[config.mk]
export PLATFORM = sky130hd
export DESIGN_NAME = fft_bram_ctrl
export DESIGN_NICKNAME = d
export VERILOG_FILES = /design/src/rtl/fft_pkg.sv /design/src/rtl/fft_bram_ctrl.sv
export SDC_FILE = /design/constraint.sdc
export NUM_CORES = 1
export LEC_CHECK = 0
export BUFFER_PORTS_ARGS = -buffer_cell sky130_fd_sc_hd__buf_2
export CORE_AREA = 2 2 62 64
export DETAILED_ROUTE_END_ITERATION = 8
export DIE_AREA = 0 0 64 66
export GPL_ROUTABILITY_DRIVEN = 0
export PLACE_DENSITY = 0.84
export SKIP_CTS_REPAIR_TIMING = 1
export SKIP_LAST_GASP = 1
export SYNTH_ARGS = -nofsm -noshare
export SYNTH_HDL_FRONTEND = slang
export SYNTH_SLANG_ARGS = --single-unit
[constraint.sdc]
create_clock -name Clk -period 2.8 [get_ports Clk]
set_input_delay 0.28 -clock Clk [delete_from_list [all_inputs] [get_ports Clk]]
set_output_delay 0.28 -clock Clk [all_outputs]
set_load 0.03 [all_outputs]
[src/rtl/fft_pkg.sv]
// Shared definitions for the RFFT datapath: frame geometry, controller
// state encoding and the bit-reversal address helper.
package fft_pkg;

  localparam int ADDR_W = 6;
  localparam int N      = 2 ** ADDR_W;

  typedef enum logic [1:0] {
    ST_LOAD   = 2'd0,
    ST_UNLOAD = 2'd1,
    ST_DRAIN  = 2'd2
  } state_e;

  function automatic logic [ADDR_W-1:0] bitrev(input logic [ADDR_W-1:0] a);
    logic [ADDR_W-1:0] r;
    for (int i = 0; i < ADDR_W; i++) r[i] = a[ADDR_W-1-i];
    return r;
  endfunction

endpackage

[src/rtl/fft_bram_ctrl.sv]
// Initiator-side controller for the dual-port FFT frame RAM: loads a frame in
// bit-reversed order, then streams it out as (k, k+N/2) butterfly pairs.
module fft_bram_ctrl #(
  parameter int WIDTH  = 16,
  parameter int ADDR_W = 6   // must match fft_pkg::ADDR_W, which sizes bitrev
) (
  input  logic              Clk,
  input  logic              Rst,
  input  logic              In_Valid,
  output logic              In_Ready,
  input  logic [WIDTH-1:0]  In_Data,
  output logic              Ram_En,
  output logic              Ram_We_A,
  output logic [ADDR_W-1:0] Ram_Addr_A,
  output logic [WIDTH-1:0]  Ram_DI_A,
  input  logic [WIDTH-1:0]  Ram_DO_A,
  output logic              Ram_We_B,
  output logic [ADDR_W-1:0] Ram_Addr_B,
  output logic [WIDTH-1:0]  Ram_DI_B,
  input  logic [WIDTH-1:0]  Ram_DO_B,
  output logic              Out_Valid,
  input  logic              Out_Ready,
  output logic [WIDTH-1:0]  Out_Data_A,
  output logic [WIDTH-1:0]  Out_Data_B,
  output logic              Out_Last,
  output logic              Busy
);

  import fft_pkg::state_e;
  import fft_pkg::ST_LOAD;
  import fft_pkg::ST_UNLOAD;
  import fft_pkg::ST_DRAIN;
  import fft_pkg::bitrev;

  state_e              state_q, state_d;
  logic [ADDR_W-1:0]   wcnt_q, wcnt_d;
  logic [ADDR_W-2:0]   rcnt_q, rcnt_d;
  logic                out_valid_q, out_valid_d;
  logic                out_last_q, out_last_d;
  logic                adv;

  always_comb begin
    // NOTE: every signal gets a default first so no path through the case infers a latch.
    state_d     = state_q;
    wcnt_d      = wcnt_q;
    rcnt_d      = rcnt_q;
    out_valid_d = out_valid_q;
    out_last_d  = out_last_q;
    In_Ready    = 1'b0;
    Ram_En      = 1'b0;
    Ram_We_A    = 1'b0;
    Ram_Addr_A  = {1'b0, rcnt_q};
    Ram_Addr_B  = {1'b1, rcnt_q};
    adv         = !out_valid_q || Out_Ready;

    unique case (state_q)
      ST_LOAD: begin
        // A sample offered while Rst is high is neither accepted nor written.
        In_Ready   = !Rst;
        Ram_Addr_A = bitrev(wcnt_q);
        if (In_Valid && !Rst) begin
          Ram_En   = 1'b1;
          Ram_We_A = 1'b1;
          wcnt_d   = wcnt_q + 1'b1;
          if (&wcnt_q) state_d = ST_UNLOAD;
        end
      end
      ST_UNLOAD: begin
        // Dropping En while the consumer stalls freezes the RAM output registers.
        Ram_En = adv;
        if (adv) begin
          rcnt_d      = rcnt_q + 1'b1;
          out_valid_d = 1'b1;
          out_last_d  = &rcnt_q;
          if (&rcnt_q) state_d = ST_DRAIN;
        end
      end
      ST_DRAIN: begin
        if (out_valid_q && Out_Ready) begin
          out_valid_d = 1'b0;
          out_last_d  = 1'b0;
          state_d     = ST_LOAD;
        end
      end
      default: state_d = ST_LOAD;
    endcase
  end

  // NOTE: the RAM array lives outside this block and is deliberately never cleared by Rst.
  always_ff @(posedge Clk) begin
    if (Rst) begin
      state_q     <= ST_LOAD;
      wcnt_q      <= '0;
      rcnt_q      <= '0;
      out_valid_q <= 1'b0;
      out_last_q  <= 1'b0;
    end else begin
      state_q     <= state_d;
      wcnt_q      <= wcnt_d;
      rcnt_q      <= rcnt_d;
      out_valid_q <= out_valid_d;
      out_last_q  <= out_last_d;
    end
  end

  assign Ram_DI_A   = In_Data;
  assign Ram_We_B   = 1'b0;
  assign Ram_DI_B   = '0;
  assign Out_Valid  = out_valid_q;
  assign Out_Last   = out_last_q;
  assign Out_Data_A = Ram_DO_A;
  assign Out_Data_B = Ram_DO_B;
  assign Busy       = (state_q != ST_LOAD);

endmodule
==> results of run 1 <==
sequential cells by signal, indices dropped and copies added, names as in the netlist:
| name | flops |
|---|---|
| state_q | 2 |
| rcnt_q | 5 |
| wcnt_q | 6 |
| Out_Valid | 1 |
| Out_Last | 1 |
kinds of logic (layout without fill, tap and decap cells):
family                   count (synthesis)  after routing  share of synthesized area [%]
adder cells (fa/ha/maj)                  3              3                          2.877
other                                    2             18                         0.5755
XOR/XNOR                                 1              1                         0.6713
multiplexers                             5              5                          4.314
AND/OR/NAND/NOR                         36             36                          15.63
flip-flops                              15             15                          23.01
buffers and inverters                   75             28                          41.71
AO/OA/AOI/OAI                           25             25                          11.22
metal layers:
layer  track usage [%]  up-vias  part of all wire, %
met1             12.66      343                   44
li1                  -      401                    -
met2             15.10       55                   40
met3             4.770       14                   12
met4             6.793        0                  3.8
met5                 0        -                    0
power by group through the flow:
stage	Sequential [W]	Combinational (W)	Clock [W]
after floorplan	0.000224	0.000211	0
after global placement	0.000225	0.0000704	0
after detailed placement	0.000225	0.0000709	0
after CTS	0.000220	0.0000710	0.000127
after global routing	0.000221	0.0000766	0.000138
final	0.000220	0.0000711	0.000122
synth_stat cells, drive strengths merged, types with 3 or more instances:
| cell | count | area share (%) |
|---|---|---|
| o31ai | 3 | 1.7 |
| nor2b | 3 | 1.4 |
| buf | 68 | 40 |
| clkbuf | 3 | 0.86 |
| mux2 | 5 | 4.3 |
| nor2 | 7 | 2.0 |
| nand2 | 4 | 1.2 |
| dfxtp | 15 | 23 |
| nand3 | 5 | 1.9 |
| ha | 3 | 2.9 |
| o21ai | 9 | 3.5 |
| a21oi | 9 | 3.5 |
| or4 | 3 | 1.7 |
| inv | 4 | 1.2 |
| or3 | 4 | 1.9 |
area by class of cell:
cell class | instances | area [um2] | area share, %
clock buffers | 4 | 26.28 | 2.570
multi-input cells | 88 | 520.5 | 50.92
flip-flops and latches | 15 | 300.3 | 29.38
well taps | 48 | 60.06 | 5.875
repair buffers | 20 | 100.1 | 9.792
inverters | 4 | 15.01 | 1.469
cells in the final DEF (no fill, tap or decap), drive strengths merged:
| cell type | instances |
|---|---|
| or3 | 4 |
| and2 | 1 |
| nor2 | 7 |
| o31ai | 3 |
| nor3b | 1 |
| or4 | 3 |
| ha | 3 |
| mux2 | 5 |
| or4b | 1 |
| a41o | 1 |
| a21oi | 9 |
| nor3 | 2 |
| nor2b | 3 |
| conb | 18 |
| nand3b | 2 |
| nand3 | 5 |
| a2111oi | 1 |
| inv | 4 |
| nand2b | 2 |
| clkbuf | 4 |
| nand2 | 4 |
| dfxtp | 15 |
| o21ai | 9 |
| a22oi | 1 |
| xnor2 | 1 |
| buf | 20 |
| and3 | 1 |
| a211oi | 1 |
worst min path at each step:
stage,depth (start not counted),end,from,slack (ns)
floorplan,2,rcnt_q[4],Rst,0.46
global placement,2,wcnt_q[5],wcnt_q[5],0.48
detailed placement,2,wcnt_q[5],wcnt_q[5],0.49
CTS,4,Out_Valid,Out_Ready,0.35
global route,2,wcnt_q[0],Rst,0.38
finish,4,Out_Valid,Out_Ready,0.36
worst min-delay path: cells and delay by family:
family,cells,cell delay (ns)
AND/OR/NAND/NOR,2,0.13
AO/OA/AOI/OAI,1,0.08
buffers and inverters,1,0.12
metrics by stage:
step / total power [W] / cell area (um2) / setup slack (ns)
3_3_place_gp: 0.0002955 / 996.0 / 1.034
6_report: 0.0004137 / 1022 / 0.8787
4_1_cts: 0.0004180 / 1022 / 0.8587
3_5_place_dp: 0.0002963 / 996.0 / 1.014
2_1_floorplan: 0.0004351 / 1365 / 1.068
5_1_grt: 0.0004356 / 1022 / 0.7598
==> impl_metrics.toml, run 1 <==
[global_routing]
grt-ovfl-total = 0
first_global_vias = 723
grt_pass1_wl_mm = 3.429
grt_max_degree = 18
grtUsageTotal_pct = 10.55
antenna_found_initial = 0

[finish]
fin_util_pct = 28.79
antenna_cells = 0
layout.cells.non_filler = 179
fillerInstances = 393
syn2layout_area_growth_pct = -21.67
nets = 187
drive_above_1_share_pct = 22.14

[synthesis]
synth_edf_count = 0
async_flop_share_pct = 0
ys_ff_latch = 15
yosys.cell_types.count = 29
ys_seq_area_share_pct = 23.01
syn_area_um2 = 1305
yosys_warnings = 0
syn_avg_cell_area_um2 = 8.056
synth_flop_cell = "dfxtp_1"
synthCells = 162

[power]
p_leak_nw = 0.4659
seq_power_share_pct = 53.3
netSwitchingFraction_pct = 30.99
power_density_nw_per_um2 = 404.7
p_int_w = 0.0002855
combPwrFrac_pct = 17.2
ir_drop_mv = 0.2846
power_switching_w = 0.0001282
pwr-share-clk_pct = 29.6

[critical_path]
critical_path.slowest_cell = "nor2_1"
r2r-end = "wcnt_q[5]"
crit_path_max_fanout = 7
critPathCapture = "Ram_Addr_A[3]"
end_kind = "output port"
worstPathRequired_ns = 2.52
crit_path_start_kind = "flop"
critPathLaunch = "state_q[1]"
worstPathArrival_ns = 1.64
cp.buffers_inverters = 1
criticalPathCategory = "flop to output port"
r2r_start = "state_q[1]"
slowest_delay_ns = 0.42
cp_top_family = "simple AND/OR/NAND/NOR gates"
r2r_setup_slack_ns = 1.13
path_depth = 3
cp_cell_sequence = "nor2_1 -> mux2_2 -> buf_2"
worst-r2r-cell-count = 3

[detailed_routing]
wl_per_cell_um = 12.11
finalWirelength_mm = 2.168
vias = 813
final_antenna_net_count = 0
viasPerCell = 4.542
firstDrtPassIters = 4
drc = 0
drt_iter0_drc = 22

[timing]
fin_tns_setup_ns = 0
worst_hold_slack_ns = 0.3630
min_period_over_period_pct = 68.62
finalSetupViolCount = 0
drv_slew = 0
worst_pin_slew_ns = 0.5109
clock_skew_ns = 0.005896
post-route-min-period_ns = 1.921
rsz0062_at_grt = "false"
final-hold-violation-count = 0
max_freq_ghz = 0.5205
slew_headroom_pct = 65.87

[placement]
dpl.cell_count = 175
place_hpwl_mm = 1.659
port-buffer-count = 20

[floorplanning]
dieHeight_um = 66
num_io_pins = 135
die_x_um = 64
core.rowCount = 22
start_util_pct = 36.75
die_area_um2 = 4224
core-area_um2 = 3551

[clocking]
cts_root_buffer = "clkbuf_4"
insertion_delay_ns = 0.28
cts_sinks = 15
cts_tree = "yes"
clk_pin_slew_worst_paths_ns = 0.08
htreeDepth = 1
cts.path.max_buffers = 2
cts_made_buffers = 3

[worst_hold_path]
min_path_type = "input pin to flop"

[job]
cap_violations = 0

[run_status]
status = "finished clean"
(Power assumes the default switching activity.)
==> run 2, diff against run 1 <==
- ABC_AREA: not set -> 1
- CORE_AREA: 2 2 62 64 -> 2 2 65 67
- DIE_AREA: 0 0 64 66 -> 0 0 67 69
- PLACE_DENSITY: 0.84 -> 0.8
- clock period: 2.8 -> 1.9 ns (I/O delays scaled with it)
==> run 2 against run 1 <==
Worst hold slack lost 0.15 ns; sequential power is 60% higher; synthesized cell count rose by 23%; non-clock buffer count stayed put; sequential share of layout area decreased by 3.7 points; clock skew down 0.0025 ns; synthesized area grew 8.2%; final cell count grew 24%; critical endpoint is now Ram_Addr_A[4]; largest cell class unchanged; largest power group unchanged.
==> impl_metrics.toml, run 2 <==
[run_status]
status = "finished clean"

[finish]
final_common_cell = "nand2_1"
antenna_cells = 0
multi_input_area_um2 = 581.8
fillerInstances = 442
drive_above_1_share_pct = 25.00
syn2layout_area_growth_pct = -17.18
reg.largest.list = "wcnt_q: 6 flops, rcnt_q: 5 flops, state_q: 2 flops"
top_register = "wcnt_q"
nets = 228
regArea_um2 = 300.3
finalInstanceArea_um2 = 1170
mostFrequentLayoutCells = "nand2_1 (35), buf_2 (20), conb_1 (18), nor2_1 (17), inv_1 (16)"
fin_util_pct = 29.89
largest_reg_flops = 6

[placement]
port-buffer-count = 20
placed_area_um2 = 1124
place_hpwl_mm = 1.777

[clocking]
clk_pin_slew_worst_paths_ns = 0.06
cts_tree = "yes"
htreeDepth = 1
cts.path.max_buffers = 2
insertion_delay_ns = 0.25
cts_made_buffers = 3
cts_root_buffer = "clkbuf_8"
cts_sinks = 15

[detailed_routing]
vias = 930
finalWirelength_mm = 2.300
viasPerCell = 4.189
final_antenna_net_count = 0
drc = 0
firstDrtPassIters = 4
drt_iter0_drc = 23
wl_per_cell_um = 10.36

[global_routing]
first_global_vias = 774
grt_pass1_wl_mm = 3.519
antenna_found_initial = 0
grt-ovfl-total = 0
grt_max_degree = 13
met1_usage_pct = 12.16
grtUsageTotal_pct = 9.882
met2_usage_pct = 13.97
grt_use_met3_pct = 2.121
busiest_layer = "met2"

[timing]
final-hold-violation-count = 0
min_period_over_period_pct = 82.10
finalSetupViolCount = 0
post-route-min-period_ns = 1.560
fin_tns_setup_ns = 0
rsz0062_at_grt = "false"
clock_skew_ns = 0.003429
drv_slew = 0
max_freq_ghz = 0.6411

[critical_path]
worst-r2r-cell-count = 9
r2r_start = "rcnt_q[1]"
r2r-end = "state_q[0]"
worstPathArrival_ns = 1.37
crit_path_max_fanout = 7
crit_path_start_kind = "flop"
worstPathRequired_ns = 1.71
r2r_setup_slack_ns = 0.38
end_kind = "output port"
criticalPathCategory = "flop to output port"

[power]
fin_total_pwr_w = 0.0008639
combPwrFrac_pct = 29.0
seq_power_share_pct = 40.6
power_density_nw_per_um2 = 738.4
p_leak_nw = 0.5736
ir_drop_mv = 0.4532
netSwitchingFraction_pct = 38.24
power_switching_w = 0.0003303
pwr-share-clk_pct = 30.4
p_int_w = 0.0005336

[floorplanning]
die_area_um2 = 4623
start_util_pct = 36.09
core.rowCount = 23
die_x_um = 67
core-area_um2 = 3914
num_io_pins = 135
dieHeight_um = 69

[job]
cap_violations = 0

[synthesis]
synth_edf_count = 0
synth_compound_area_share_pct = 7.174
yosys.cell_types.count = 28
syn_avg_cell_area_um2 = 7.063
synthCells = 200
netlist_top_cells_count = "buf_4 (66), nand2_1 (35), nor2_1 (17), inv_1 (16), dfxtp_1 (15)"
synthTopCellsByArea = "buf_4 (35%), dfxtp_1 (21%), nand2_1 (9.3%)"
ys_seq_area_share_pct = 21.26
synthXorXnorAreaFrac_pct = 0
yosysMostFrequentCell = "buf_4"
yosys.area.top_type = "buf_4"
async_flop_share_pct = 0
ys_ff_latch = 15
synth_flop_cell = "dfxtp_1"
synth_mux_area_share_pct = 0
syn_area_um2 = 1413
yosys_warnings = 0
yosys.area_share.simple_pct = 26.57
synthAdderAreaFrac_pct = 2.657
netlist.area_leader.share_pct = 35.08
synth_top_family_by_area = "buffers and inverters"

[worst_hold_path]
min_path_type = "input pin to flop"
min_from = "Rst"
hold_end = "state_q[1]"
min_path_cells = 2
## run 2: cell types whose count changed in the layout (fill, tap and decap cells not counted), sizes merged, moves of 3 or more
cell	previous run	this run
nor2b	3	0
nand3	5	9
o31ai	3	0
mux2	5	0
nor2	7	21
or4	3	0
or3	4	0
inv	4	19
nand2	4	40
## run 2: power by group through the flow
stage / Clock, W / Sequential [W] / Combinational, W
floorplan: 0 / 0.000376 / 0.000399
global placement: 0 / 0.000356 / 0.000250
detailed placement: 0 / 0.000358 / 0.000252
CTS: 0.000273 / 0.000351 / 0.000253
global route: 0.000283 / 0.000353 / 0.000275
finish: 0.000263 / 0.000351 / 0.000250
## run 2: through the flow
stage	hold WS, ns	setup slack, ns	std cells
floorplan	0.3740	0.2909	216
global placement	0.3802	0.4227	218
detailed placement	0.3802	0.3818	218
CTS	0.2022	0.3189	222
global route	0.2295	0.2620	222
finish	0.2128	0.3401	222
## run 2: cells by family (layout without fill, tap and decap cells)
logic type | count (synthesis) | after routing
buffers and inverters | 88 | 44
AND/OR/NAND/NOR | 74 | 74
AO/OA/AOI/OAI | 18 | 18
flip-flops | 15 | 15
adder cells (fa/ha/maj) | 3 | 3
other | 2 | 18
## run 2: worst max-delay path by stage
| stage | startpoint | end | slack [ns] | depth (start not counted) |
|---|---|---|---|---|
| after floorplan | rcnt_q[0] | state_q[0] | 0.29 | 9 |
| after global placement | rcnt_q[0] | state_q[0] | 0.42 | 9 |
| after detailed placement | rcnt_q[0] | state_q[0] | 0.38 | 9 |
| after CTS | state_q[1] | Ram_Addr_A[4] | 0.32 | 5 |
| after global routing | state_q[1] | Ram_Addr_A[4] | 0.26 | 5 |
| final | state_q[1] | Ram_Addr_A[4] | 0.34 | 5 |
## run 2: metal layers
metal / routed length (um) / share of wire [%]
met5: 0 / 0
met2: 998 / 43
met4: 114 / 5.0
met1: 1004 / 44
met3: 182 / 7.9
## run 2: worst max-delay path, cell delays in order (launching register included)
cell and delay, ns:
dfxtp_1 0.50, inv_2 0.09, nand2_4 0.14, nand2_1 0.07
o21ai_0 0.09, buf_2 0.23
## run 2: final cells by class
| class | count | share of cell area [%] |
|---|---|---|
| Clock buffer | 3 | 3.529 |
| Clock inverter | 1 | 0.4278 |
| Inverter | 20 | 6.738 |
| Multi-Input combinational cell | 113 | 49.73 |
| Sequential cell | 15 | 25.67 |
| Tap cell | 50 | 5.348 |
| Timing Repair Buffer | 20 | 8.556 |
==> run 3, diff against run 2 <==
- CORE_AREA: 2 2 65 67 -> 2 2 69 71
- DIE_AREA: 0 0 67 69 -> 0 0 71 73
- PLACE_DENSITY: 0.8 -> 0.75
- clock period: 1.9 -> 1.28 ns (I/O delays scaled with it)
==> run 3 against run 2 <==
The run now ends with negative setup slack left; combinational power up 100%; via count up 16%; worst hold slack worse by 0.013 ns; largest power group unchanged.
==> impl_metrics.toml, run 3 (synthesis gave the netlist of run 2 again) <==
[clocking]
insertion_delay_ns = 0.26
cts_sinks = 15
cts_tree = "yes"
clk_pin_slew_worst_paths_ns = 0.07
cts_root_buffer = "clkbuf_8"
htreeDepth = 1
cts_made_buffers = 3
cts.path.max_buffers = 2

[critical_path]
cp_cell_sequence = "ha_4 -> inv_2 -> nor3_2 -> ha_2 -> or2_4 -> nand2_2 -> nand2_1 -> nand3_1 -> nand2_1"
worstPathRequired_ns = 1.44
cp_top_family = "simple AND/OR/NAND/NOR gates"
slowest_delay_ns = 0.35
crit_path_start_kind = "flop"
cp.buffers_inverters = 1
worstPathArrival_ns = 1.49
cp_common_cell = "nand2_1"
end_kind = "flop"
critical_path.slowest_cell = "dfxtp_4"
criticalPathCategory = "flop to flop"
crit_path_max_fanout = 2

[power]
power_switching_w = 0.0005602
p_leak_nw = 0.6772
pwr-share-clk_pct = 28.4
power_density_nw_per_um2 = 980.1
ir_drop_mv = 0.6309
netSwitchingFraction_pct = 39.01
seq_power_share_pct = 36.3
combPwrFrac_pct = 35.2
p_int_w = 0.0008758
fin_total_pwr_w = 0.001436

[placement]
dpl.cell_count = 231
port-buffer-count = 20
place_hpwl_mm = 2.031

[floorplanning]
die_area_um2 = 5183
die_x_um = 71
start_util_pct = 31.14
core.rowCount = 25
num_io_pins = 135
core-area_um2 = 4536
dieHeight_um = 73

[detailed_routing]
finalWirelength_mm = 2.962
drt_iter0_drc = 29
wl_per_cell_um = 12.14
final_antenna_net_count = 0
drc = 0
viasPerCell = 4.439
vias = 1083
firstDrtPassIters = 4

[finish]
reg.largest.list = "wcnt_q: 6 flops, rcnt_q: 5 flops, state_q: 2 flops"
antenna_cells = 0
top_register = "wcnt_q"
mostFrequentLayoutCells = "nand2_1 (28), conb_1 (18), buf_4 (18), inv_1 (15), nor2_1 (14)"
final_common_cell = "nand2_1"
nets = 246
syn2layout_area_growth_pct = 3.720
largest_reg_flops = 6
layout.cells.non_filler = 244
drive_above_1_share_pct = 44.74

[global_routing]
grt_max_degree = 11
grt-ovfl-total = 0
grtUsageTotal_pct = 9.910
grt_pass1_wl_mm = 3.974
antenna_found_initial = 0
first_global_vias = 859

[timing]
fin_ws_ns = -0.05755
final-hold-violation-count = 0
drv_slew = 0
max_freq_ghz = 0.7476
min_period_over_period_pct = 104.5
fin_tns_setup_ns = -0.1602
rsz0062_at_grt = "true"
clock_skew_ns = 0.004094
post-route-min-period_ns = 1.338
finalSetupViolCount = 8

[run_status]
status = "complete, but fails checks"
violations = "negative setup slack"

[worst_hold_path]
min_path_type = "input pin to flop"

[job]
cap_violations = 0
## run 3: power by group through the flow
stage	registers (W)	clock network (W)	logic [W]
floorplan	0.000564	0	0.000595
global placement	0.000528	0	0.000404
detailed placement	0.000530	0	0.000406
CTS	0.000519	0.000419	0.000408
global route	0.000526	0.000434	0.000546
finish	0.000522	0.000408	0.000506
## run 3: worst reg2reg max path, cell delays in order, from the launching register on
cell     delay, ns
dfxtp_4       0.35
ha_4          0.15
inv_2         0.06
nor3_2        0.04
ha_2          0.19
or2_4         0.23
nand2_2       0.06
nand2_1       0.04
nand3_1       0.06
nand2_1       0.05
## run 3: per-stage QoR
| step | setup WS [ns] | instance area, um2 | hold slack (ns) | util [%] |
|---|---|---|---|---|
| after detailed placement | -0.1066 | 1221 | 0.2562 | 26.92 |
| after floorplan | -0.1628 | 1498 | 0.3120 | - |
| after CTS | -0.2305 | 1267 | 0.2113 | 27.94 |
| after global placement | -0.08517 | 1221 | 0.2562 | 26.92 |
| final | -0.05755 | 1465 | 0.1997 | 32.30 |
| after global routing | -0.09532 | 1465 | 0.2281 | 32.30 |
## run 3: routing by layer
layer | share of wire, % | global-route usage, % | routed length, um
met2 | 49 | 14.75 | 1441
met3 | 7.1 | 2.624 | 209
met4 | 4.9 | 9.015 | 146
met1 | 39 | 11.60 | 1165
met5 | 0 | 0 | 0
## run 3: path summary, 6_finish.rpt
check        startpoint         end  slack (ns)  depth (start not counted)
max           rcnt_q[0]  state_q[0]       -0.06                          9
min           Out_Ready  state_q[1]        0.20                          4
max reg2reg   rcnt_q[0]  state_q[0]       -0.06                          9
min reg2reg    Out_Last    Out_Last        0.47                          2
## run 3: final cells by class
cell class / count / area, um2
fillers: 491 / 3070
multi-input cells: 114 / 669.4
flip-flops and latches: 15 / 317.8
repair buffers: 37 / 280.3
inverters: 20 / 83.83
well taps: 54 / 67.56
clock buffers: 3 / 41.29
clock inverters: 1 / 5.005
